File: src/rtl/baud_gen_frac_if.sv
// Control/status bundle for the fractional baud-rate generator.
// The master side (UART control logic) drives the divisor and phase controls;
// the slave side (the generator) returns the tick stream and config status.
interface baud_gen_frac_if #(
  parameter int DIV_WIDTH = 16,
  parameter int FRAC_BITS = 4,
  parameter int SMP_RATE  = 16
);
  localparam int PH_W = $clog2(SMP_RATE);

  logic                 en;
  logic [DIV_WIDTH-1:0] div_int;
  logic [FRAC_BITS-1:0] div_frac;
  logic                 div_load;
  logic                 sync_clr;
  logic                 os_tick;
  logic                 bit_tick;
  logic                 mid_tick;
  logic [PH_W-1:0]      os_phase;
  logic                 cfg_pending;
  logic                 cfg_err;

  modport master (
    output en, div_int, div_frac, div_load, sync_clr,
    input  os_tick, bit_tick, mid_tick, os_phase, cfg_pending, cfg_err
  );

  modport slave (
    input  en, div_int, div_frac, div_load, sync_clr,
    output os_tick, bit_tick, mid_tick, os_phase, cfg_pending, cfg_err
  );
endinterface

File: src/rtl/baud_gen_frac.sv
// Fractional baud-rate generator: produces an oversample tick whose average
// period is act_int + act_frac/2^FRAC_BITS clocks, plus bit and mid-bit ticks
// derived from the oversample phase. The divisor is loaded through a pending
// register and only takes effect on a period boundary or on sync_clr, so a
// period in progress is never cut short.
module baud_gen_frac #(
  parameter longint unsigned SYS_CLK   = 100000000,
  parameter longint unsigned BAUD_RATE = 9600,
  parameter int              SMP_RATE  = 16,
  parameter int              DIV_WIDTH = 16,
  parameter int              FRAC_BITS = 4
) (
  input  logic            clk,
  input  logic            rst,
  baud_gen_frac_if.slave  bus
);

  localparam int PH_W = $clog2(SMP_RATE);

  // Reset-default divisor, computed in 64-bit so SYS_CLK << FRAC_BITS cannot overflow.
  localparam longint unsigned DEF_DEN   = BAUD_RATE * longint'(SMP_RATE);
  localparam longint unsigned DEF_INT_L = SYS_CLK / DEF_DEN;
  localparam longint unsigned DEF_FIX_L = (SYS_CLK << FRAC_BITS) / DEF_DEN;
  localparam logic [DIV_WIDTH-1:0] DEF_INT  = DIV_WIDTH'(DEF_INT_L);
  localparam logic [FRAC_BITS-1:0] DEF_FRAC = FRAC_BITS'(DEF_FIX_L);

  localparam logic [PH_W-1:0] PH_LAST = PH_W'(SMP_RATE - 1);
  localparam logic [PH_W-1:0] PH_MID  = PH_W'(SMP_RATE / 2);

  // ---------------------------------------------------------------------------
  // State
  // ---------------------------------------------------------------------------
  logic [DIV_WIDTH-1:0] cnt_reg,       cnt_next;
  logic [FRAC_BITS-1:0] acc_reg,       acc_next;
  logic                 ext_reg,       ext_next;
  logic [PH_W-1:0]      phase_reg,     phase_next;
  logic                 os_tick_reg,   os_tick_next;
  logic                 bit_tick_reg,  bit_tick_next;
  logic                 mid_tick_reg,  mid_tick_next;

  logic [DIV_WIDTH-1:0] act_int_reg,   act_int_next;
  logic [FRAC_BITS-1:0] act_frac_reg,  act_frac_next;
  logic [DIV_WIDTH-1:0] pend_int_reg,  pend_int_next;
  logic [FRAC_BITS-1:0] pend_frac_reg, pend_frac_next;
  logic                 pend_reg,      pend_next;
  logic                 err_reg,       err_next;

  // ---------------------------------------------------------------------------
  // Shared decode
  // ---------------------------------------------------------------------------
  logic                 load_ok;
  logic [DIV_WIDTH:0]   period_m1;
  logic                 at_end;
  logic                 wrap;
  logic [FRAC_BITS:0]   acc_sum;
  logic [PH_W-1:0]      phase_inc;

  // A load is only accepted when the divisor is at least 2 clocks.
  assign load_ok = bus.div_load && (bus.div_int >= DIV_WIDTH'(2));

  // Current period is act_int plus the fractional carry stored for it; one
  // extra bit so act_int = 2^DIV_WIDTH-1 with a carry still compares correctly.
  assign period_m1 = {1'b0, act_int_reg} + {{DIV_WIDTH{1'b0}}, ext_reg}
                   - (DIV_WIDTH + 1)'(1);
  assign at_end    = ({1'b0, cnt_reg} == period_m1);

  // sync_clr outranks counting, and nothing advances while en is low.
  assign wrap      = bus.en && !bus.sync_clr && at_end;

  // The carry out of this sum lengthens the next period by one clock.
  assign acc_sum   = {1'b0, acc_reg} + {1'b0, act_frac_reg};
  assign phase_inc = phase_reg + PH_W'(1);

  // ---------------------------------------------------------------------------
  // Period counter, fractional accumulator, oversample phase and tick pulses
  // ---------------------------------------------------------------------------
  // Next-state for the tick datapath; ticks default low so they are single-cycle.
  always_comb begin
    cnt_next      = cnt_reg;
    acc_next      = acc_reg;
    ext_next      = ext_reg;
    phase_next    = phase_reg;
    os_tick_next  = 1'b0;
    bit_tick_next = 1'b0;
    mid_tick_next = 1'b0;

    if (bus.sync_clr) begin
      cnt_next   = '0;
      acc_next   = '0;
      ext_next   = 1'b0;
      phase_next = '0;
    end else if (bus.en) begin
      if (at_end) begin
        cnt_next              = '0;
        {ext_next, acc_next}  = acc_sum;
        phase_next            = phase_inc;
        os_tick_next          = 1'b1;
        bit_tick_next         = (phase_reg == PH_LAST);
        mid_tick_next         = (phase_inc == PH_MID);
      end else begin
        cnt_next = cnt_reg + DIV_WIDTH'(1);
      end
    end
  end

  // Register the tick datapath.
  always_ff @(posedge clk) begin
    if (rst) begin
      cnt_reg      <= '0;
      acc_reg      <= '0;
      ext_reg      <= 1'b0;
      phase_reg    <= '0;
      os_tick_reg  <= 1'b0;
      bit_tick_reg <= 1'b0;
      mid_tick_reg <= 1'b0;
    end else begin
      cnt_reg      <= cnt_next;
      acc_reg      <= acc_next;
      ext_reg      <= ext_next;
      phase_reg    <= phase_next;
      os_tick_reg  <= os_tick_next;
      bit_tick_reg <= bit_tick_next;
      mid_tick_reg <= mid_tick_next;
    end
  end

  // ---------------------------------------------------------------------------
  // Divisor configuration: pending capture and deferred apply
  // ---------------------------------------------------------------------------
  // Next-state for the divisor registers. On sync_clr a divisor presented the
  // same cycle wins over an older pending one; on a wrap the pending divisor is
  // applied first and a load in that same cycle becomes the new pending value.
  always_comb begin
    act_int_next   = act_int_reg;
    act_frac_next  = act_frac_reg;
    pend_int_next  = pend_int_reg;
    pend_frac_next = pend_frac_reg;
    pend_next      = pend_reg;
    err_next       = err_reg;

    if (bus.sync_clr) begin
      if (load_ok) begin
        act_int_next  = bus.div_int;
        act_frac_next = bus.div_frac;
      end else if (pend_reg) begin
        act_int_next  = pend_int_reg;
        act_frac_next = pend_frac_reg;
      end
      pend_next = 1'b0;
    end else begin
      if (wrap && pend_reg) begin
        act_int_next  = pend_int_reg;
        act_frac_next = pend_frac_reg;
        pend_next     = 1'b0;
      end
      if (load_ok) begin
        pend_int_next  = bus.div_int;
        pend_frac_next = bus.div_frac;
        pend_next      = 1'b1;
      end
    end

    // Status reflects the most recent load attempt, good or bad.
    if (bus.div_load) begin
      err_next = !load_ok;
    end
  end

  // Register the divisor configuration.
  always_ff @(posedge clk) begin
    if (rst) begin
      act_int_reg   <= DEF_INT;
      act_frac_reg  <= DEF_FRAC;
      pend_int_reg  <= DEF_INT;
      pend_frac_reg <= DEF_FRAC;
      pend_reg      <= 1'b0;
      err_reg       <= 1'b0;
    end else begin
      act_int_reg   <= act_int_next;
      act_frac_reg  <= act_frac_next;
      pend_int_reg  <= pend_int_next;
      pend_frac_reg <= pend_frac_next;
      pend_reg      <= pend_next;
      err_reg       <= err_next;
    end
  end

  // ---------------------------------------------------------------------------
  // Outputs are driven straight from registers
  // ---------------------------------------------------------------------------
  assign bus.os_tick     = os_tick_reg;
  assign bus.bit_tick    = bit_tick_reg;
  assign bus.mid_tick    = mid_tick_reg;
  assign bus.os_phase    = phase_reg;
  assign bus.cfg_pending = pend_reg;
  assign bus.cfg_err     = err_reg;

endmodule

File: src/flat_wrapper.sv
// flat-port wrapper written by rule: the top's interface ports become plain ports
module baud_gen_frac_flat 
#(
  parameter longint unsigned SYS_CLK   = 100000000,
  parameter longint unsigned BAUD_RATE = 9600,
  parameter int              SMP_RATE  = 16,
  parameter int              DIV_WIDTH = 16,
  parameter int              FRAC_BITS = 4
)
  (clk, rst, bus_en, bus_div_int, bus_div_frac, bus_div_load, bus_sync_clr, bus_os_tick, bus_bit_tick, bus_mid_tick, bus_os_phase, bus_cfg_pending, bus_cfg_err);
  baud_gen_frac_if #(.DIV_WIDTH(DIV_WIDTH), .FRAC_BITS(FRAC_BITS), .SMP_RATE(SMP_RATE)) bus_i ();
  input  logic clk;
  input  logic rst;
  input wire logic [$bits(bus_i.en)-1:0] bus_en;
  input wire logic [$bits(bus_i.div_int)-1:0] bus_div_int;
  input wire logic [$bits(bus_i.div_frac)-1:0] bus_div_frac;
  input wire logic [$bits(bus_i.div_load)-1:0] bus_div_load;
  input wire logic [$bits(bus_i.sync_clr)-1:0] bus_sync_clr;
  output wire logic [$bits(bus_i.os_tick)-1:0] bus_os_tick;
  output wire logic [$bits(bus_i.bit_tick)-1:0] bus_bit_tick;
  output wire logic [$bits(bus_i.mid_tick)-1:0] bus_mid_tick;
  output wire logic [$bits(bus_i.os_phase)-1:0] bus_os_phase;
  output wire logic [$bits(bus_i.cfg_pending)-1:0] bus_cfg_pending;
  output wire logic [$bits(bus_i.cfg_err)-1:0] bus_cfg_err;
  assign bus_i.en = bus_en;
  assign bus_i.div_int = bus_div_int;
  assign bus_i.div_frac = bus_div_frac;
  assign bus_i.div_load = bus_div_load;
  assign bus_i.sync_clr = bus_sync_clr;
  assign bus_os_tick = bus_i.os_tick;
  assign bus_bit_tick = bus_i.bit_tick;
  assign bus_mid_tick = bus_i.mid_tick;
  assign bus_os_phase = bus_i.os_phase;
  assign bus_cfg_pending = bus_i.cfg_pending;
  assign bus_cfg_err = bus_i.cfg_err;
  baud_gen_frac #(.SYS_CLK(SYS_CLK), .BAUD_RATE(BAUD_RATE), .SMP_RATE(SMP_RATE), .DIV_WIDTH(DIV_WIDTH), .FRAC_BITS(FRAC_BITS)) u_core (.clk(clk), .rst(rst), .bus(bus_i));
endmodule
File: config.mk
export PLATFORM = sky130hd
export DESIGN_NAME = baud_gen_frac_flat
export DESIGN_NICKNAME = d
export VERILOG_FILES = /design/src/rtl/baud_gen_frac_if.sv /design/src/rtl/baud_gen_frac.sv /design/src/flat_wrapper.sv
export SDC_FILE = /design/constraint.sdc
export NUM_CORES = 1
export LEC_CHECK = 0
export CAP_MARGIN = 5
export CORE_ASPECT_RATIO = 0.75
export CORE_UTILIZATION = 60
export DETAILED_ROUTE_END_ITERATION = 8
export PLACE_DENSITY = 0.83
export SLEW_MARGIN = 20
export SYNTH_ARGS = -nofsm -noshare
export SYNTH_HDL_FRONTEND = slang
export SYNTH_SLANG_ARGS = --single-unit
File: constraint.sdc
create_clock -name clk -period 7.5 [get_ports clk]
set_clock_uncertainty 0.05 [all_clocks]
set_input_delay 1.5 -clock clk [delete_from_list [all_inputs] [get_ports clk]]
set_output_delay 1.5 -clock clk [all_outputs]
set_load 0.005 [all_outputs]
### After elaboration in Yosys (flattened, before gate mapping)

Index checks and enable logic that the tools add are counted.

* bits in registers: 70
* input bits: 25
* output and inout port bits: 9
* logic and storage cells: 52

* add/subtract/negate cells: 5
* $lt $le $gt $ge: 1
* equality and inequality tests: 4
* multiplexer cells: 12
* bitwise logic cells: 3
* reduce and logical (&&, ||, !) cells: 14

Operator list (count)
* 2-to-1 mux 16 bit: 5
* adder 16 x 1 -> 17 bit: 1
* == test 16 x 17 -> 1 bit: 1
* subtractor 17 x 1 -> 17 bit (second input constant): 1
* adder 16 x 1 -> 16 bit (second input constant): 1
* >= comparator 16 x 2 -> 1 bit (second input constant): 1
* 2-to-1 mux 4 bit: 4
* == test 4 bit (second input constant): 2
* AND reduction 2 bit: 3
* adder 4 x 4 -> 5 bit: 1
* adder 4 x 1 -> 4 bit (second input constant): 1
* logical AND 1 bit: 4
* nonzero test 2 bit: 2
* OR reduction 4 bit: 1
* 2-to-1 mux 1 bit: 3
* != test 3 x 1 -> 1 bit (second input constant): 1
* inverter 1 bit: 3
* OR reduction 3 bit: 1
* zero test 1 bit: 2
* OR reduction 2 bit: 1

### Depth between registers and ports, before layout

* depth after elaboration: 7
* gate-level depth with buffers: 12
* depth with buffers taken out: 10

### Worst setup path before layout

No wires, ideal clock.

* kind: in2reg
* from: input bus_div_int[7]
* to: register u_core.act_int_reg[4]
* setup time: 0.131 ns
* arrival: 3.103 ns
* required time: 7.319 ns
* path slack: 4.216 ns
* cell stages on the path: 7
* buffers on the path: 1
* path through: nor4_1 -> a41oi_1 -> nand2_1 -> clkbuf_1 -> mux2i_1 -> nand3_1 -> nor3b_1

* word-level cells in the longest chain between the ends: 4
* elaborated cells on any way between the ends: 6
* those cells by class: 1 x order compare; 1 x eq/ne; 2 x mux; 2 x reduce/logical

Ends and longest elaborated chain
* from (decl): RTL line flat_wrapper.sv:15 `input wire logic [$bits(bus_i.div_int)-1:0] bus_div_int;`
* >= comparator 16 x 2 -> 1 bit (*): RTL line baud_gen_frac.sv:59 `assign load_ok = bus.div_load && (bus.div_int >= DIV_WIDTH'(2));`
* logical AND 1 bit (*): RTL line baud_gen_frac.sv:59
* != test 3 x 1 -> 1 bit (no line) or 2-to-1 mux 16 bit (tied branches)
* AND reduction 2 bit (no line) or 2-to-1 mux 16 bit (tied branches)
* to (signal assigned): RTL line baud_gen_frac.sv:179 `act_int_reg <= act_int_next;`
* to (decl): RTL line baud_gen_frac.sv:41 `logic [DIV_WIDTH-1:0] act_int_reg, act_int_next;`

Every way passes the cells marked *; elsewhere a longest branch is shown, timed or not.
A chain may end at the register's enable or synchronous reset.

### Worst setup path after layout

* from: input bus_div_int[11]
* to: register u_core.act_int_reg[9]

Same word-level chain as after synthesis.

==> key figures <==
Status
  – Status: finished, final reports clean

Setup path
  – Worst Reg2Reg Path Length in Cells: 10
  – Critical path's slowest cell: nand2_1
  – Slowest stage delay, CP: 0.78 ns
  – Startpoint types: input port
  – Worst setup EP type: register
  – CP arrival: 4.62 ns
  – CP cell instances: clkdlybuf4s50_1 -> nor3_1 -> a41oi_1 -> nand2_1 -> a22oi_1 -> buf_4 -> nand2_1 -> mux2i_1
  – FF-to-FF Start: u_core.ext_reg
  – Data required, critical path: 7.68 ns
  – R2R Path End: u_core.bus.os_phase[2]
  – Critical path class: in2reg
  – Reg2reg setup slack: 3.90 ns
  – CP max FO: 31
  – CP dominant cell by count: nand2_1

Route
  – Vias per cell: 5.94
  – Wire per inst: 15.2 um
  – Post-DRT Antenna Nets: 0
  – Post-route DRC violation count: 0
  – Drt pass-1 iters: 5
  – 1st-iter DRT viols: 228
  – Via count: 3322
  – Routed WL: 8520 um

Timing
  – Setup Viol. Count Final: 0
  – Slew at the pin closest to its max-slew limit: 1.00 ns
  – Sum of negative setup slack: 0 ns
  – F_max: 226 MHz
  – Final period utilization: 0.591
  – Max Slew Vio Count: 0
  – Hold_ws: 0.406 ns
  – Worst slew margin: 0.332
  – Final worst slack: 3.07 ns
  – RSZ-0062 raised after global routing: no
  – Final Hold Vio Count: 0
  – Tmin final: 4.43 ns

Finish
  – Leading cell type in the layout, fill and taps excluded: dfxtp_1
  – Fin cells: 559
  – Layout Nets: 511
  – Ant. Diodes: 0
  – Area Growth Syn to Fin: 15.3%
  – Most frequent cells in the layout: dfxtp_1 (70), nand2_1 (59), a21oi_1 (45)
  – FILL cells: 455
  – Fraction of layout cells with a size suffix above 1: 0.0686

Synth
  – Distinct cells, synth: 50
  – Syn avg cell area: 8.34 um^2
  – Cell Area, Synth: 3820 um^2
  – Largest cells by area after synthesis: dfxtp_1 (37%), mux2i_1 (6.0%), a21oi_1 (5.9%), nand2_1 (5.8%), xnor2_1 (5.5%)
  – Share of the synthesized area in the top cell type: 0.367
  – Synthesized flop and latch total: 70
  – Largest area contributor in the netlist: dfxtp_1
  – Ys flop type: dfxtp_1
  – EDFF count, synth: 0
  – Syn Nets: 492
  – Ys async rst share: 0
  – Synth Instances: 458
  – Synth warnings: 0
  – Seq/Total Area, Yosys: 0.367

Place
  – Buffers on Ports: 33
  – Dpl ws: 2.74 ns
  – Routability cong.: 0.856
  – Placed Cells incl. Taps: 544
  – Post-DP HPWL: 6010 um

Die
  – Die Wd: 94.2 um
  – Boundary pin count: 34
  – Starting density of the core: 0.639
  – Die area: 6700 um^2
  – # rows: 24
  – Core Area: 5980 um^2
  – Die H: 71.1 um

Clock network
  – CTS Buf Count: 9
  – Post-CTS Setup Bufs: 0
  – CTS Hold Buffers Added: 0
  – Clk buf depth: 2
  – Reg clk slew, reported paths: 0.07 ns
  – H-tree lvl count: 3
  – Root Driver: clkbuf_8
  – Cts repair resizes: 0
  – Clock Latency Late Sink: 0.35 ns
  – CTS tree: built
  – TritonCTS Sinks: 70

GRT
  – Initial antenna violation count: 0
  – First-pass GRT wire length: 14800 um
  – Number of global-route vias before repair: 3171
  – Grt total ovfl: 0
  – Largest net degree at the start of global routing: 49
  – Total track usage: 0.281

Run
  – Number of maximum-capacitance violations: 0

Power and ir drop
  – Leak: 0.00167 uW
  – Cell Pwr Density: 195 nW/um^2
  – Power Total: 859 uW
  – IR drop worst, VDD: 0.150 mV

Min path
  – Hold path depth: 2
  – Hold Crit Start: u_core.pend_frac_reg[3]
  – Hold Path Sink: u_core.pend_frac_reg[3]
  – Hold Path Class: reg2reg
-- worst max-delay path, delay by kind of cell --
| family | cells | cell delay (ns) |
|---|---|---|
| AOI/OAI and AO/OA | 2 | 0.95 |
| muxes | 1 | 0.18 |
| and+or+nand+nor | 3 | 1.11 |
| buffers and inverters | 2 | 0.86 |
-- cells in the mapped netlist, types with 2 or more instances --
cell,n
a211oi_1,6
a21o_1,3
a21oi_1,45
a31o_2,2
and2_1,3
and3_1,10
and4_1,4
buf_2,4
clkbuf_1,23
dfxtp_1,70
ha_1,8
inv_1,14
mux2_2,2
mux2i_1,23
nand2_1,59
nand2b_1,2
nand3_1,27
nand3b_1,8
nand4_1,7
nand4b_1,2
nor2_1,16
nor2b_1,5
nor3_1,23
nor3b_1,17
nor4_1,4
nor4_2,5
o21a_1,2
o21ai_0,6
or3_1,2
or4_1,2
xnor2_1,24
xor2_1,12
-- cell families (layout without fill, tap and decap cells) --
kind of cell / after synthesis / count (layout) / synth area share
simple gates: 201 / 201 / 0.291
xor+xnor: 36 / 36 / 0.0825
fa+ha+maj: 9 / 9 / 0.0314
buf+inv: 42 / 65 / 0.0435
flops: 70 / 70 / 0.367
mux: 25 / 25 / 0.0661
compound gates: 75 / 75 / 0.119
-- report_power, final --
part	internal (uW)	switching [uW]	leakage (uW)
registers	384	13.1	0.000570
logic	42.7	52.5	0.000988
clock network	219	148	0.000115
-- how the worst max path moves through the flow --
stage	end	depth (start not counted)	slack, ns	startpoint
2_1_floorplan	u_core.act_int_reg[4]	7	4.22	bus_div_int[7]
3_3_place_gp	u_core.act_int_reg[7]	8	2.88	bus_div_int[11]
3_5_place_dp	u_core.act_int_reg[9]	8	2.74	bus_div_int[8]
4_1_cts	u_core.act_int_reg[9]	8	3.12	bus_div_int[12]
6_report	u_core.act_int_reg[9]	8	3.07	bus_div_int[11]
5_1_grt	u_core.act_int_reg[9]	8	2.77	bus_div_int[11]
-- cell type report --
cell class / count / area (um^2) / area share
inverter: 14 / 52.6 / 0.0119
tap: 78 / 97.6 / 0.0222
multi-input combinational: 346 / 2260 / 0.514
clock buffer: 9 / 124 / 0.0281
clock inverter: 6 / 111 / 0.0253
timing repair buffer: 36 / 353 / 0.0801
sequential: 70 / 1400 / 0.318
-- layer usage --
layer / GRT usage / vias up / routed length, um
li1: - / 1657 / -
met1: 0.366 / 1559 / 4020
met2: 0.467 / 93 / 3990
met3: 0.0667 / 13 / 400
met4: 0.0701 / 0 / 98
met5: 0 / - / 0
-- metrics by stage --
| step | util | instance area [um^2] |
|---|---|---|
| global route | 0.737 | 4400 |
| finish | 0.737 | 4400 |
| floorplan | - | 3820 |
| detailed placement | 0.698 | 4170 |
| global placement | 0.698 | 4170 |
| CTS | 0.737 | 4400 |
Note: power is estimated with default switching activity, not from simulation.
